File: config.mk
export PLATFORM = sky130hd
export DESIGN_NAME = jk_evo_tester
export DESIGN_NICKNAME = d
export VERILOG_FILES = /design/src/rtl/jk_evo_tester.sv
export SDC_FILE = /design/constraint.sdc
export NUM_CORES = 1
export LEC_CHECK = 0
export ABC_AREA = 1
export CAP_MARGIN = 40
export CORE_ASPECT_RATIO = 1.2
export CORE_MARGIN = 2
export CORE_UTILIZATION = 45
export DETAILED_ROUTE_END_ITERATION = 8
export PLACE_DENSITY = 0.65
export SLEW_MARGIN = 20
export SYNTH_ARGS = -nofsm -noshare
export SYNTH_HDL_FRONTEND = slang
export SYNTH_SLANG_ARGS = --single-unit
File: constraint.sdc
create_clock -name clk -period 3.4 [get_ports clk]
set_input_delay 0.34 -clock clk [delete_from_list [all_inputs] [get_ports clk]]
set_output_delay 0.34 -clock clk [all_outputs]
set_load 0.1 [all_outputs]
File: src/rtl/jk_evo_tester.sv
// Stimulus/response harness around an evolved asynchronous JK latch.
// Applies LFSR vectors, samples the synchronized output, scores it.
module jk_evo_tester #(
  parameter int          NUM_VECTORS   = 32,
  parameter int          SETTLE_CYCLES = 8,
  parameter logic [7:0]  LFSR_SEED     = 8'hA5
) (
  input  logic       clk,
  input  logic       reset,
  input  logic       start,
  input  logic       dut_out,
  output logic [1:0] dut_in,
  output logic       busy,
  output logic       done,
  output logic       pass,
  output logic [7:0] err_count,
  output logic [7:0] first_fail
);

  localparam logic [7:0] LAST      = 8'(NUM_VECTORS - 1);
  localparam logic [7:0] SETTLE_LD = 8'(SETTLE_CYCLES - 1);

  typedef enum logic [2:0] {
    IDLE, APPLY, SETTLE, SAMPLE, DONE
  } state_t;

  state_t     state;
  logic       sync1;
  logic       sync2;
  logic       golden_q;
  logic [7:0] lfsr;
  logic [7:0] idx;
  logic [7:0] cnt;

  logic [1:0] vec;
  logic       lfsr_fb;
  logic       mism;
  logic [7:0] err_next;

  // Raw 11 (toggle) is meaningless for an async latch, so it becomes hold.
  always_comb begin
    lfsr_fb  = lfsr[7] ^ lfsr[5] ^ lfsr[4] ^ lfsr[3];
    vec      = 2'b01;
    if (idx != 8'd0)
      vec = (lfsr[1:0] == 2'b11) ? 2'b00 : lfsr[1:0];
    mism     = sync2 != golden_q;
    err_next = err_count;
    if (mism && err_count != 8'hFF)
      err_next = err_count + 8'd1;
  end

  always_ff @(posedge clk) begin
    if (reset) begin
      state      <= IDLE;
      sync1      <= 1'b0;
      sync2      <= 1'b0;
      golden_q   <= 1'b0;
      lfsr       <= LFSR_SEED;
      idx        <= 8'd0;
      cnt        <= 8'd0;
      dut_in     <= 2'b00;
      busy       <= 1'b0;
      done       <= 1'b0;
      pass       <= 1'b0;
      err_count  <= 8'd0;
      first_fail <= 8'hFF;
    end else begin
      sync1 <= dut_out;
      sync2 <= sync1;
      unique case (state)
        IDLE, DONE: begin
          if (start) begin
            err_count  <= 8'd0;
            first_fail <= 8'hFF;
            lfsr       <= LFSR_SEED;
            idx        <= 8'd0;
            busy       <= 1'b1;
            done       <= 1'b0;
            pass       <= 1'b0;
            state      <= APPLY;
          end
        end
        APPLY: begin
          dut_in <= vec;
          if (vec == 2'b01)
            golden_q <= 1'b0;
          else if (vec == 2'b10)
            golden_q <= 1'b1;
          lfsr  <= {lfsr[6:0], lfsr_fb};
          cnt   <= SETTLE_LD;
          state <= SETTLE;
        end
        SETTLE: begin
          if (cnt == 8'd0)
            state <= SAMPLE;
          else
            cnt <= cnt - 8'd1;
        end
        SAMPLE: begin
          err_count <= err_next;
          if (mism && first_fail == 8'hFF)
            first_fail <= idx;
          if (idx == LAST) begin
            state  <= DONE;
            done   <= 1'b1;
            busy   <= 1'b0;
            pass   <= (err_next == 8'd0);
            dut_in <= 2'b00;
          end else begin
            idx   <= idx + 8'd1;
            state <= APPLY;
          end
        end
        default: state <= IDLE;
      endcase
    end
  end

endmodule
## Word-level counts from Yosys, hierarchy flattened

Index checks and enable logic that the tools add are counted.

- Word-level logic and storage cells: 87
- Register bits: 51
- Bits of input ports: 4
- Output and inout port bits: 21

- Equal/unequal tests: 17
- Mux-type cells: 30
- Bitwise logic cells: 3
- Reductions and logical operators: 21
- $add $sub $neg: 3

Operators by type and width:

| kind | number |
|---|---|
| $pmux 8 s2 | 5 |
| $mux 8 | 7 |
| $add 8x1->8 const B | 2 |
| $logic_not 8->1 | 2 |
| $ne 2x2->1 const B | 6 |
| $pmux 3 s4 | 1 |
| $reduce_and 2->1 | 6 |
| $reduce_bool 2->1 | 5 |
| $mux 3 | 3 |
| $reduce_and 3->1 | 3 |
| $eq 8x5->1 const B | 1 |
| $eq 8x8->1 const B | 1 |
| $ne 8x8->1 const B | 1 |
| $reduce_bool 8->1 | 1 |
| $sub 8x1->8 const B | 1 |
| $mux 1 | 7 |
| $eq 3x2->1 const B | 2 |
| $mux 2 | 3 |
| $pmux 1 s2 | 3 |
| $eq 2x2->1 const B | 2 |
| $pmux 2 s2 | 1 |
| $eq 3x1->1 const B | 1 |
| $eq 3x3->1 const B | 1 |
| $logic_not 3->1 | 1 |
| 5 further kinds | 8 |

## Longest topological paths before layout

- Depth in word-level cells: 6
- Mapped depth: 12
- Depth with buffers taken out: 12

## Worst setup path before layout

No wires, ideal clock.

- Path type: reg2reg
- From: register err_count[0]
- To: register pass
- Clock period less this slack: 2302 ps
- Path buffers: 0
- Library setup time: 116 ps
- Cell stages (with the launch flop): 13
- Required time: 3284 ps
- Path slack: 1098 ps
- Arrival time: 2186 ps
- Path through: dfxtp_1 -> ha_1 -> nand2_1 -> nor2_2 -> nand2_2 -> nand2_2 -> nand2_1 -> nand2_1 -> inv_1 -> nand2_1 -> nor2_1 -> nand2_1 -> nand2_1

- Longest elaborated chain between the ends: 6
- Elaborated cells between the ends (all ways): 7
- Classes of those cells: add/sub: 1; eq/ne: 1; mux: 3; reduce/logical: 2

Ends and longest elaborated chain:

| item | RTL line | source |
|---|---|---|
| start: declaration | 16 | `output logic [7:0] err_count,` |
| start signal: assignment | 100 | `err_count <= err_next;` |
| parallel branches: the longest is 2 deep, another holds $add 8x1->8 | n/a |  |
| $mux 8 (*) | 48 | `if (mism && err_count != 8'hFF)` |
| $logic_not 8->1 (*) | 107 | `pass <= (err_next == 8'd0);` |
| $mux 1 (*) | 103 | `if (idx == LAST) begin` |
| $pmux 1 s2 (*) | 70 | `unique case (state)` |
| end signal: assignment | 107 |  |
| end: declaration | 15 | `output logic pass,` |

Every way passes the cells marked *. The select of a mux whose other input is x is not followed.
A chain may end at the register's enable or synchronous reset.

## Worst setup path in the final report

- From: register err_count[0]
- To: output err_count[0]

No word-level cell between the ends.

==> flow_summary.json <==
{
  "outcome": "complete, no violations",
  "rrSetupSlack_ns": 1.46,
  "cpPeakStageDelay_ns": 0.58,
  "drc_errors": 0,
  "hold_viol": 0,
  "grt_overflow": 0,
  "antenna_cells": 0,
  "fin_nets": 433,
  "port_buffers": 24,
  "period_minus_slack_ns": 1.942,
  "start_kind": "flip-flop",
  "cts_buffer_depth": 2,
  "ant_nets": 0,
  "vias_per_cell": 5.183,
  "rsz0062_at_grt": "no",
  "yosysTopAreaCell": "dfxtp_1",
  "synth_area_leaders": "dfxtp_1 (39%), nand2_1 (15%), nand3_1 (8.0%)",
  "drv_cap": 0,
  "syn_to_final_growth_pct": 27.09,
  "synth_edf_count": 0,
  "avgSynthCellArea_sq_um": 6.960,
  "ys.warnings.count": 0,
  "p_comb_share_pct": 51.4,
  "clockRootBuffer": "clkbuf_8",
  "antenna_found_initial": 0,
  "dr_wl_met2_microns": 2819,
  "gp_routability_congestion": 0.9070,
  "ys.flop_type": "dfxtp_1",
  "cts_resized": 0,
  "synthArstFlopShare_pct": 0,
  "synth_fp_nets": 387,
  "core.rowCount": 30,
  "grt_pass1_vias": 2298,
  "die_area_sq_um": 6460,
  "post_cts_buffers": 0,
  "wl_met3_microns": 260,
  "hp-class": "reg2reg",
  "fin_total_pwr_mw": 2.570,
  "drive_gt1_share_pct": 11.58,
  "grt_first_pass_wirelength_microns": 9860,
  "layout.cells.non_filler": 487,
  "synth_top_area_share_pct": 38.91,
  "critical_path_arrival_ns": 1.60,
  "path_clk_slew_ns": 0.09,
  "wl_per_cell_microns": 11.82,
  "critPathKind": "reg2out",
  "clock_skew_ns": 0.008324,
  "crit_chain": "clkdlybuf4s50_1 -> buf_8",
  "routed_wl_microns": 5758,
  "p_clk_share_pct": 16.1,
  "worst-path-max-fanout": 8,
  "cts_buffers": 5,
  "grt_usage_pct": 19.05,
  "cts_tree": "done",
  "ys_types": 40,
  "seq_area_frac_synth_pct": 38.91,
  "syn_area_sq_um": 2624,
  "p_int_mw": 1.399,
  "highest_layer": "met4",
  "placedCellCount": 480,
  "htree_levels": 2,
  "setup_violations": 0,
  "ir_drop_uv": 551.9,
  "postLayoutCoreUtil_pct": 59.22,
  "synth_cells": 377,
  "p_per_area_nw_per_um2": 770.8,
  "clkSinkCount": 51,
  "drt_iter0_drc": 167,
  "worstSetupEndpoint": "err_count[0]",
  "p_sw_mw": 1.172,
  "period_share_pct": 57.13,
  "fp.dieW_microns": 73.71,
  "ys_seq_elements": 51,
  "timing.rr.end": "idx[4]",
  "ios": 25,
  "crit_start": "err_count[0]",
  "ff2ff_path_depth": 11,
  "worstMarginPinSlew_ns": 0.4281,
  "insertion_delay_ns": 0.30,
  "cp.required_ns": 3.06,
  "hold_buffers": 0,
  "grt_max_degree": 29,
  "crit_path_top_delay_cell": "clkdlybuf4s50_1",
  "switching_share_pct": 45.59,
  "post-dp-hpwl_microns": 4314,
  "p_leak_nw": 1.363,
  "slew_headroom_pct": 71.38,
  "max_clock_freq_mhz": 514.9,
  "num_vias": 2524,
  "wl_met1_microns": 2622,
  "core-area_sq_um": 5630,
  "first_pass_iters": 5,
  "r2r-start": "state[0]",
  "seqPwrFrac_pct": 32.5,
  "start_util_pct": 46.60,
  "tns_ns": 0,
  "report.final.slew_viol_count": 0,
  "crit_path_end_kind": "output port",
  "dieHeight_microns": 87.65
}
-- final cells by class --
type	instances	area, sq um
Multi-Input combinational cell	273	1383
Timing Repair Buffer	48	578.1
Sequential cell	51	1021
Clock inverter	1	30.03
Fill cell	515	2296
Clock buffer	6	72.57
Tap cell	64	80.08
Inverter	44	170.2
-- per-layer routing --
| metal | up-vias | track usage, % |
|---|---|---|
| li1 | 1321 | - |
| met2 | 65 | 33.52 |
| met4 | 0 | 5.289 |
| met3 | 5 | 4.028 |
| met1 | 1133 | 23.26 |
| met5 | - | 0 |
-- power groups by stage --
| stage | logic [mW] | clock network [mW] | registers [mW] |
|---|---|---|---|
| floorplan | 0.660 | 0 | 1.15 |
| CTS | 1.33 | 0.421 | 0.836 |
| detailed placement | 1.33 | 0 | 0.849 |
| global placement | 1.17 | 0 | 0.846 |
| global route | 1.45 | 0.444 | 0.853 |
| finish | 1.32 | 0.413 | 0.835 |
-- cell usage after synthesis, types with 2 or more instances --
library cell and number:
o21ai_1 4, inv_4 2, clkbuf_1 2, o22ai_1 4, inv_1 39, nor3_1 4
nand4_1 11, xnor2_1 2, nand2_2 4, a21oi_1 29, dfxtp_1 51, buf_2 4
o21ai_0 9, nand2_1 105, ha_1 6, nand3_1 42, nor2_2 3, nor2_1 29
xor2_1 5, inv_2 2
-- critical path: cells and delay by family (launching register included) --
family                 cells  cell delay (ns)
flip-flops                 1             0.51
buffers and inverters      2             0.78
-- metrics by stage --
step | hold WS [ns] | area (sq um) | worst slack, ns
2_1_floorplan | 0.3883 | 2624 | 1.098
3_3_place_gp | 0.3949 | 2917 | 1.393
3_5_place_dp | 0.3964 | 3232 | 1.442
4_1_cts | 0.4100 | 3334 | 1.457
5_1_grt | 0.4274 | 3334 | 1.252
6_report | 0.4061 | 3334 | 1.458
-- flip-flops by register name, summed over array words and instances (netlist names), 2 cells and up --
name	flops
cnt	8
dut_in	2
err_count	8
first_fail	8
idx	8
lfsr	8
state	3
-- worst min-delay path by stage --
stage | to | from | slack (ns) | cells after the start
after floorplan | sync2 | sync1 | 0.39 | 2
after global placement | sync2 | sync1 | 0.39 | 2
after detailed placement | sync2 | sync1 | 0.40 | 2
after CTS | sync2 | sync1 | 0.41 | 2
after global routing | sync2 | sync1 | 0.43 | 2
final | sync2 | sync1 | 0.41 | 2
-- logic make-up (layout without fill, tap and decap cells) --
logic type / after synthesis / count (layout) / share of synthesized area (%)
AOI/OAI and AO/OA: 54 / 54 / 12.02
xor gates and xnor gates: 7 / 7 / 2.337
adders and majority gates: 6 / 6 / 2.861
buffers and inverters: 53 / 99 / 8.393
DFF: 51 / 51 / 38.91
and+or+nand+nor: 206 / 206 / 35.48
-- cells in the final DEF (no fill, tap or decap), types with 2 or more instances in the layout --
cell type        Yosys  routed
nor2_2               3       3
nor3_1               4       4
o22ai_1              4       4
ha_1                 6       6
nor2_1              29      29
buf_4                1       3
xnor2_1              2       2
o21ai_0              9       9
nand2_2              4       4
nand4_1             11      11
a21oi_1             29      29
o21ai_1              4       4
inv_1               39      39
clkbuf_8             0       5
inv_2                2       2
nand3_1             42      42
nand2_1            105     105
xor2_1               5       5
clkdlybuf4s50_1      0      24
buf_8                0      21
inv_4                2       2
dfxtp_1             51      51
No activity file was read; power rests on OpenSTA's default activity.
